[src/rtl/stopwatch_bcd_if.sv]
// rtl/stopwatch_bcd_if.sv - control/status bundle between the stopwatch core and its neighbours
//
// Signals:
//   hundrethSec  1/100 s tick from the divider stage (one clock wide)
//   start_stop   synchronized, debounced run/stop level
//   clr          synchronized clear level
//   lap          synchronized lap level
//   dig_hund     displayed hundredths digit (BCD)
//   dig_tenth    displayed tenths digit (BCD)
//   dig_sec1     displayed seconds-ones digit (BCD)
//   dig_sec10    displayed seconds-tens digit (BCD)
//   running      state is RUN
//   lap_hold     display frozen by lap
//   ovf          sticky wrap flag
// Modports: master drives the controls and reads the display; slave is the core.

interface stopwatch_bcd_if;
    logic       hundrethSec;
    logic       start_stop;
    logic       clr;
    logic       lap;
    logic [3:0] dig_hund;
    logic [3:0] dig_tenth;
    logic [3:0] dig_sec1;
    logic [3:0] dig_sec10;
    logic       running;
    logic       lap_hold;
    logic       ovf;

    modport master (
        output hundrethSec, start_stop, clr, lap,
        input  dig_hund, dig_tenth, dig_sec1, dig_sec10, running, lap_hold, ovf
    );

    modport slave (
        input  hundrethSec, start_stop, clr, lap,
        output dig_hund, dig_tenth, dig_sec1, dig_sec10, running, lap_hold, ovf
    );
endinterface

[src/rtl/stopwatch_bcd.sv]
// rtl/stopwatch_bcd.sv - BCD stopwatch core: start/stop/clear FSM, lap freeze, sticky overflow
//
// Parameters:
//   MAX_TENS_SEC  highest value of the seconds-tens digit before wrapping to 00.00
// Ports:
//   clk  system clock, all state on the rising edge
//   rst  synchronous active-high reset
//   sw   stopwatch_bcd_if.slave (tick/level inputs, digit and status outputs)

module stopwatch_bcd #(
    parameter int unsigned MAX_TENS_SEC = 5
) (
    input  logic             clk,
    input  logic             rst,
    stopwatch_bcd_if.slave   sw
);

    localparam logic [3:0] TENS_MAX = 4'(MAX_TENS_SEC);
    localparam logic [3:0] NINE     = 4'd9;

    typedef enum logic [1:0] {
        S_IDLE = 2'd0,
        S_RUN  = 2'd1,
        S_STOP = 2'd2
    } state_t;

    state_t      state_q, state_d;

    // Input level registers and registered edge pulses. The pulse register
    // gives the one-cycle edge-detect delay seen on running/lap_hold.
    logic        ss_q, clr_q, lap_q;
    logic        ss_edge_q, clr_edge_q, lap_edge_q;

    // Live count and display latch, packed {sec10, sec1, tenth, hund}.
    logic [15:0] cnt_q, cnt_d;
    logic [15:0] disp_q, disp_d;
    logic [15:0] cnt_inc;
    logic        cnt_wrap;

    logic        lap_hold_q, lap_hold_d;
    logic        ovf_q, ovf_d;
    logic        running_q;
    logic        tick_en;

    // Tick is qualified by the state before any transition this cycle.
    assign tick_en = sw.hundrethSec && (state_q == S_RUN);

    // BCD increment with ripple carry through all four digits.
    always_comb begin
        cnt_inc  = cnt_q;
        cnt_wrap = 1'b0;
        if (cnt_q[3:0] != NINE) begin
            cnt_inc[3:0] = cnt_q[3:0] + 4'd1;
        end else begin
            cnt_inc[3:0] = 4'd0;
            if (cnt_q[7:4] != NINE) begin
                cnt_inc[7:4] = cnt_q[7:4] + 4'd1;
            end else begin
                cnt_inc[7:4] = 4'd0;
                if (cnt_q[11:8] != NINE) begin
                    cnt_inc[11:8] = cnt_q[11:8] + 4'd1;
                end else begin
                    cnt_inc[11:8] = 4'd0;
                    if (cnt_q[15:12] != TENS_MAX) begin
                        cnt_inc[15:12] = cnt_q[15:12] + 4'd1;
                    end else begin
                        cnt_inc[15:12] = 4'd0;
                        cnt_wrap       = 1'b1;
                    end
                end
            end
        end
    end

    // Next-state for FSM, count, flags and display.
    always_comb begin
        state_d    = state_q;
        cnt_d      = cnt_q;
        ovf_d      = ovf_q;
        lap_hold_d = lap_hold_q;
        disp_d     = disp_q;

        if (tick_en) begin
            cnt_d = cnt_inc;
            if (cnt_wrap) begin
                ovf_d = 1'b1;
            end
        end

        case (state_q)
            S_IDLE: begin
                if (ss_edge_q) begin
                    state_d = S_RUN;
                end
            end
            S_RUN: begin
                if (ss_edge_q) begin
                    state_d    = S_STOP;
                    lap_hold_d = 1'b0;
                end else if (lap_edge_q) begin
                    if (!lap_hold_q) begin
                        // Freeze the value from before any same-cycle tick.
                        lap_hold_d = 1'b1;
                        disp_d     = cnt_q;
                    end else begin
                        lap_hold_d = 1'b0;
                    end
                end
            end
            S_STOP: begin
                // start_stop beats clr when both edges land together.
                if (ss_edge_q) begin
                    state_d = S_RUN;
                end else if (clr_edge_q) begin
                    state_d    = S_IDLE;
                    cnt_d      = '0;
                    ovf_d      = 1'b0;
                    lap_hold_d = 1'b0;
                end
            end
            default: begin
                state_d = S_IDLE;
            end
        endcase

        // Unfrozen display follows the live count in the same cycle.
        if (!lap_hold_d) begin
            disp_d = cnt_d;
        end
    end

    always_ff @(posedge clk) begin
        if (rst) begin
            state_q    <= S_IDLE;
            ss_q       <= 1'b0;
            clr_q      <= 1'b0;
            lap_q      <= 1'b0;
            ss_edge_q  <= 1'b0;
            clr_edge_q <= 1'b0;
            lap_edge_q <= 1'b0;
            cnt_q      <= '0;
            disp_q     <= '0;
            lap_hold_q <= 1'b0;
            ovf_q      <= 1'b0;
            running_q  <= 1'b0;
        end else begin
            ss_q       <= sw.start_stop;
            clr_q      <= sw.clr;
            lap_q      <= sw.lap;
            ss_edge_q  <= sw.start_stop & ~ss_q;
            clr_edge_q <= sw.clr & ~clr_q;
            lap_edge_q <= sw.lap & ~lap_q;
            state_q    <= state_d;
            cnt_q      <= cnt_d;
            disp_q     <= disp_d;
            lap_hold_q <= lap_hold_d;
            ovf_q      <= ovf_d;
            running_q  <= (state_d == S_RUN);
        end
    end

    assign sw.dig_hund  = disp_q[3:0];
    assign sw.dig_tenth = disp_q[7:4];
    assign sw.dig_sec1  = disp_q[11:8];
    assign sw.dig_sec10 = disp_q[15:12];
    assign sw.running   = running_q;
    assign sw.lap_hold  = lap_hold_q;
    assign sw.ovf       = ovf_q;

endmodule
[src/flat_wrapper.sv]
// flat-port wrapper written by rule: the top's interface ports become plain ports
module stopwatch_bcd_flat 
#(
    parameter int unsigned MAX_TENS_SEC = 5
)
  (clk, rst, sw_hundrethSec, sw_start_stop, sw_clr, sw_lap, sw_dig_hund, sw_dig_tenth, sw_dig_sec1, sw_dig_sec10, sw_running, sw_lap_hold, sw_ovf);
  stopwatch_bcd_if sw_i ();
  input  logic clk;
  input  logic rst;
  input wire logic [$bits(sw_i.hundrethSec)-1:0] sw_hundrethSec;
  input wire logic [$bits(sw_i.start_stop)-1:0] sw_start_stop;
  input wire logic [$bits(sw_i.clr)-1:0] sw_clr;
  input wire logic [$bits(sw_i.lap)-1:0] sw_lap;
  output wire logic [$bits(sw_i.dig_hund)-1:0] sw_dig_hund;
  output wire logic [$bits(sw_i.dig_tenth)-1:0] sw_dig_tenth;
  output wire logic [$bits(sw_i.dig_sec1)-1:0] sw_dig_sec1;
  output wire logic [$bits(sw_i.dig_sec10)-1:0] sw_dig_sec10;
  output wire logic [$bits(sw_i.running)-1:0] sw_running;
  output wire logic [$bits(sw_i.lap_hold)-1:0] sw_lap_hold;
  output wire logic [$bits(sw_i.ovf)-1:0] sw_ovf;
  assign sw_i.hundrethSec = sw_hundrethSec;
  assign sw_i.start_stop = sw_start_stop;
  assign sw_i.clr = sw_clr;
  assign sw_i.lap = sw_lap;
  assign sw_dig_hund = sw_i.dig_hund;
  assign sw_dig_tenth = sw_i.dig_tenth;
  assign sw_dig_sec1 = sw_i.dig_sec1;
  assign sw_dig_sec10 = sw_i.dig_sec10;
  assign sw_running = sw_i.running;
  assign sw_lap_hold = sw_i.lap_hold;
  assign sw_ovf = sw_i.ovf;
  stopwatch_bcd #(.MAX_TENS_SEC(MAX_TENS_SEC)) u_core (.clk(clk), .rst(rst), .sw(sw_i));
endmodule
[config.mk]
export PLATFORM = sky130hd
export DESIGN_NAME = stopwatch_bcd_flat
export DESIGN_NICKNAME = d
export VERILOG_FILES = /design/src/rtl/stopwatch_bcd_if.sv /design/src/rtl/stopwatch_bcd.sv /design/src/flat_wrapper.sv
export SDC_FILE = /design/constraint.sdc
export NUM_CORES = 1
export LEC_CHECK = 0
export CORE_ASPECT_RATIO = 1.75
export CORE_MARGIN = 2
export CORE_UTILIZATION = 54
export DETAILED_ROUTE_END_ITERATION = 16
export GPL_TIMING_DRIVEN = 1
export PLACE_DENSITY = 0.79
export SYNTH_ARGS = -nofsm -noshare
export SYNTH_HDL_FRONTEND = slang
export SYNTH_SLANG_ARGS = --single-unit
[constraint.sdc]
create_clock -name clk -period 2.7 [get_ports clk]
set_clock_uncertainty 0.15 [all_clocks]
set_input_delay 0.405 -clock clk [delete_from_list [all_inputs] [get_ports clk]]
set_output_delay 0.405 -clock clk [all_outputs]
set_load 0.05 [all_outputs]
Word level (Yosys, flattened, before mapping)
Index checks and enable logic that the tools add are counted.
Storage, ports and cells
  flip-flop bits (word level): 43
  output and inout port bits: 19
Operators by class
  $add $sub $neg: 4
  equal/unequal tests: 11
  multiplexer cells: 36
  bitwise logic cells: 6
  reductions and logical operators: 3
Operator list (count)
  16-bit two-way mux: 9
  4-bit two-way mux: 5
  4-bit by 1-bit adder with 4-bit output (second input constant): 4
  1-bit two-way mux: 14
  12-bit two-way mux: 1
  4-bit != test (second input constant): 3
  2-bit two-way mux: 4
  8-bit two-way mux: 1
  2-bit != test (second input constant): 3
  2-bit one-hot mux with 3 select lines: 1
  2-bit by 1-bit equality test with 1-bit output (second input constant): 2
  4-bit by 3-bit != test with 1-bit output (second input constant): 1
  4-bit AND reduction: 1
  1-bit AND: 3
  1-bit NOT: 3
  2-bit equality test (second input constant): 1
  2-bit zero test: 1
  2-bit by 1-bit != test with 1-bit output (second input constant): 1
  1-bit one-hot mux with 2 select lines: 1
  1-bit logical AND: 1

Longest topological paths before layout
  word-level depth: 10
  gate-level depth with buffers: 8
  depth with buffers taken out: 7

Worst setup path after synthesis
Ideal clock, no wire load.
  kind: flip-flop to flip-flop
  start: register u_core.lap_hold_q (netlist: u_core.sw.lap_hold)
  end: register u_core.disp_q[0]
  setup time: 134 ps
  arrival time: 1927 ps
  required time: 2416 ps
  setup slack: 489 ps
  stages on the path, launching flop included: 7
  buffers on the path: 1
  cells stage by stage: dfxtp_1 -> or4bb_1 -> o311ai_1 -> or2_1 -> clkbuf_1 -> or3_1 -> a21oi_1
On the way
  word-level cells in the longest chain between the ends: 6
  elaborated cells on any way between the ends: 12
  those cells by class: 4 x eq/ne; 7 x mux; 1 x reduce/logical
Ends and longest elaborated chain
  start, declared: line stopwatch_bcd.sv:40  | logic lap_hold_q, lap_hold_d;
  start signal, assigned: line stopwatch_bcd.sv:156  | lap_hold_q <= lap_hold_d;
  1-bit two-way mux: line stopwatch_bcd.sv:101  | if (!lap_hold_q) begin
  1-bit two-way mux: line stopwatch_bcd.sv:100  | end else if (lap_edge_q) begin
  1-bit two-way mux: line stopwatch_bcd.sv:97  | if (ss_edge_q) begin
  1-bit one-hot mux with 2 select lines: line stopwatch_bcd.sv:90  | case (state_q)
  2-bit != test (no source line) or 2-bit by 1-bit != test with 1-bit output (tied branches)
  4-bit AND reduction (no source line)
  end signal, assigned: line stopwatch_bcd.sv:155  | disp_q <= disp_d;
  end, declared: line stopwatch_bcd.sv:36  | logic [15:0] disp_q, disp_d;
Several ways; a longest one is shown, not always the timed one.
A chain may end at the register's enable or synchronous reset.

Worst setup path in the final report
  start: register u_core.state_q[0]
  end: register u_core.disp_q[9]
On the way
  word-level cells in the longest chain between the ends: 7
  elaborated cells on any way between the ends: 14
  those cells by class: 6 x eq/ne; 6 x mux; 2 x reduce/logical
Ends and longest elaborated chain
  start, declared: line stopwatch_bcd.sv:27  | state_t state_q, state_d;
  start signal, assigned: line stopwatch_bcd.sv:153  | state_q <= state_d;
  2-bit by 1-bit equality test with 1-bit output: line stopwatch_bcd.sv:46, stopwatch_bcd.sv:90
  1-bit logical AND: line stopwatch_bcd.sv:46  | assign tick_en = sw.hundrethSec && (state_q == S_RUN);
  16-bit two-way mux: line stopwatch_bcd.sv:83  | if (tick_en) begin
  16-bit two-way mux: line stopwatch_bcd.sv:114  | end else if (clr_edge_q) begin
  16-bit two-way mux: line stopwatch_bcd.sv:112  | if (ss_edge_q) begin
  16-bit two-way mux: line stopwatch_bcd.sv:90
  16-bit two-way mux: line stopwatch_bcd.sv:127  | if (!lap_hold_d) begin
Several ways; a longest one is shown, not always the timed one.

==> results.toml <==
[worst_hold_path]
hold_path.class = "flip-flop to flip-flop"

[critical_path]
worstPathArrival_ns = 2.52
startpoint_type = "flip-flop"
path_class = "flip-flop to flip-flop"
crit_path_max_fanout = 9
endpoint_kind = "flip-flop"
crit_required_ns = 2.70

[routing]
first_pass_iters = 4
route.detailed.drc = 0
ant_nets = 0
dr.first_iter.drc_count = 38
wl_per_cell_um = 16.1
vias = 1601
totalWireLength_um = 4360
drt-vias-per-instance = 5.93

[clock_tree]
ctsHoldBuffers = 0
cts_buffer_depth = 2
cts_resized = 0
cts_setup_buffers = 0
htreeDepth = 2
clkTransAtPathRegs_ns = 0.08
clock_latency_ns = 0.30
cts.sinks = 43
clockRootBuffer = "clkbuf_8"
numCtsBuffers = 5
cts_tree = "built"

[sta]
hold_violations = 0
period_needed_ns = 2.51
worstMarginPinSlew_ns = 1.04
setup_tns_ns = 0
setup_viol = 0
rsz0062_at_grt = "false"
hold_slack_ns = 0.242
setup_ws_ns = 0.189
finalMaxSlewViolations = 0
maxSlewHeadroom_pct = 29.5
min_period_over_period_pct = 93.0
fmax_mhz = 398

[synthesis]
syn-cell-area_um2 = 1880
synth-xor-area-share_pct = 3.72
synth_largest_area_cell = "dfxtp_1"
yosys.area_share.simple_pct = 23.8
synth_mux_area_share_pct = 0
synth_compound_area_share_pct = 19.6
syn-num-nets = 211
ys_seq_area_share_pct = 45.7
synth_edf_count = 0
synth_area_per_cell_um2 = 9.37
synth_area_leaders = "dfxtp_1, a22oi_1, nor2_1, nor2b_1, o22ai_1"
yosys_warnings = 0
synth_cells = 201
ys_async_sr_fraction_pct = 0
synth_top_area_share_pct = 45.7
synth_cell_types = 42
synth_ff_type = "dfxtp_1"
synth_fa_ha_area_share_pct = 2.66
synth_top_family_by_area = "simple AND/OR/NAND/NOR gates"
ys_seq_elements = 43

[die]
pin_count = 25
core_um2 = 3360
die-area_um2 = 4000
die_w_um = 48.7
die_h_um = 82.1
rows = 28
start_util_pct = 56.0

[grt]
grt_pass1_vias = 1606
grtUsageTotal_pct = 23.7
antenna_found_initial = 0
grt_max_degree = 24
gr-total-overflow = 0
grt_pass1_wl_um = 7290

[pwr]
p_leak_nw = 0.769
irDropWorstVdd_v = 0.000593
power.density_nw_per_um2 = 535
p_total_mw = 1.21

[placement]
gp_congestion = 0.878
postPlaceCellArea_um2 = 2150
post-place-ws_ns = 0.216
dp_hpwl_um = 3100
portBuffers = 24

[final_layout]
syn_to_final_growth_pct = 19.6
layout.nets = 235
num_antenna_cells = 0
fillers = 273
final_common_cell = "dfxtp_1"
stdcell_area_um2 = 2250
drive_above_1_share_pct = 7.56
final_cell_mix = "dfxtp_1, clkdlybuf4s50_1, nor2_1"

[flow_run]
maxCapViolCount = 0

[outcome]
status = "finished, final reports clean"
==> kinds of logic (layout without fill, tap and decap cells) <==
logic type	after synthesis	in the layout
buffers and inverters	18	42
adder cells (fa/ha/maj)	4	4
AND/OR/NAND/NOR	75	75
XOR/XNOR	8	8
AO/OA/AOI/OAI	53	53
flip-flops	43	43
==> report_power, final <==
part	leakage, nW	total, mW	internal, mW	switching [mW]
Combinational	0.370	0.0754	0.0300	0.0454
Sequential	0.348	0.652	0.644	0.00791
Clock	0.0513	0.479	0.271	0.207
==> metal layers <==
| metal | part of all wire [%] | up-vias | track usage [%] |
|---|---|---|---|
| met4 | 2.1 | 0 | 11.7 |
| met2 | 56 | 33 | 45.1 |
| met1 | 40 | 782 | 24.9 |
| li1 | - | 778 | - |
| met5 | 0 | - | 0 |
| met3 | 2.4 | 8 | 4.14 |
==> synthesized netlist by cell type, drive strengths merged (2+ instances only) <==
| master | instances |
|---|---|
| clkbuf | 6 |
| xnor2 | 3 |
| nand2b | 8 |
| o32ai | 5 |
| or2 | 2 |
| nand3 | 3 |
| and4bb | 3 |
| nor2b | 11 |
| inv | 7 |
| o21a | 2 |
| a22oi | 14 |
| nor3 | 6 |
| ha | 4 |
| o21ai | 4 |
| nor2 | 23 |
| nand2 | 6 |
| dfxtp | 43 |
| a32oi | 3 |
| nand4 | 3 |
| nor3b | 2 |
| o22ai | 10 |
| a21oi | 10 |
| xor2 | 5 |
| buf | 5 |
==> critical path, cell delays in order (launching register included) <==
cell      delay (ns)
dfxtp_1         0.35
inv_1           0.09
ha_1            0.18
inv_1           0.09
o311ai_1        0.90
nor2_1          0.13
nand2b_1        0.34
o22ai_1         0.15
==> sequential cells by signal, summed over array words and instances (netlist names) <==
| register | cells |
|---|---|
| u_core.lap_q | 1 |
| u_core.clr_edge_q | 1 |
| u_core.ss_edge_q | 1 |
| u_core.disp_q | 16 |
| u_core.sw.ovf | 1 |
| u_core.ss_q | 1 |
| u_core.lap_edge_q | 1 |
| u_core.sw.lap_hold | 1 |
| u_core.sw.running | 1 |
| u_core.cnt_q | 16 |
| u_core.clr_q | 1 |
| u_core.state_q | 2 |
==> final timing paths <==
| kind | start | cells after the start | slack, ns | end |
|---|---|---|---|---|
| max | u_core.state_q[0] | 7 | 0.19 | u_core.disp_q[9] |
| min | u_core.clr_q | 1 | 0.24 | u_core.clr_edge_q |
| min reg2reg | u_core.clr_q | 1 | 0.24 | u_core.clr_edge_q |
| max reg2reg | u_core.state_q[0] | 7 | 0.19 | u_core.disp_q[9] |
==> final cells by class <==
type / instances / area (um^2) / share of cell area [%]
timing repair buffer: 28 / 270 / 12.0
clock inverter: 1 / 30.0 / 1.33
inverter: 7 / 26.3 / 1.17
tap: 45 / 56.3 / 2.50
multi-input combinational: 140 / 937 / 41.6
clock buffer: 6 / 72.6 / 3.22
sequential: 43 / 861 / 38.2
==> through the flow <==
stage	std cells	util, %
final	270	67.0
after global routing	270	67.0
after CTS	270	67.0
after detailed placement	263	64.0
after global placement	263	64.0
after floorplan	201	-
(Power assumes the default switching activity.)
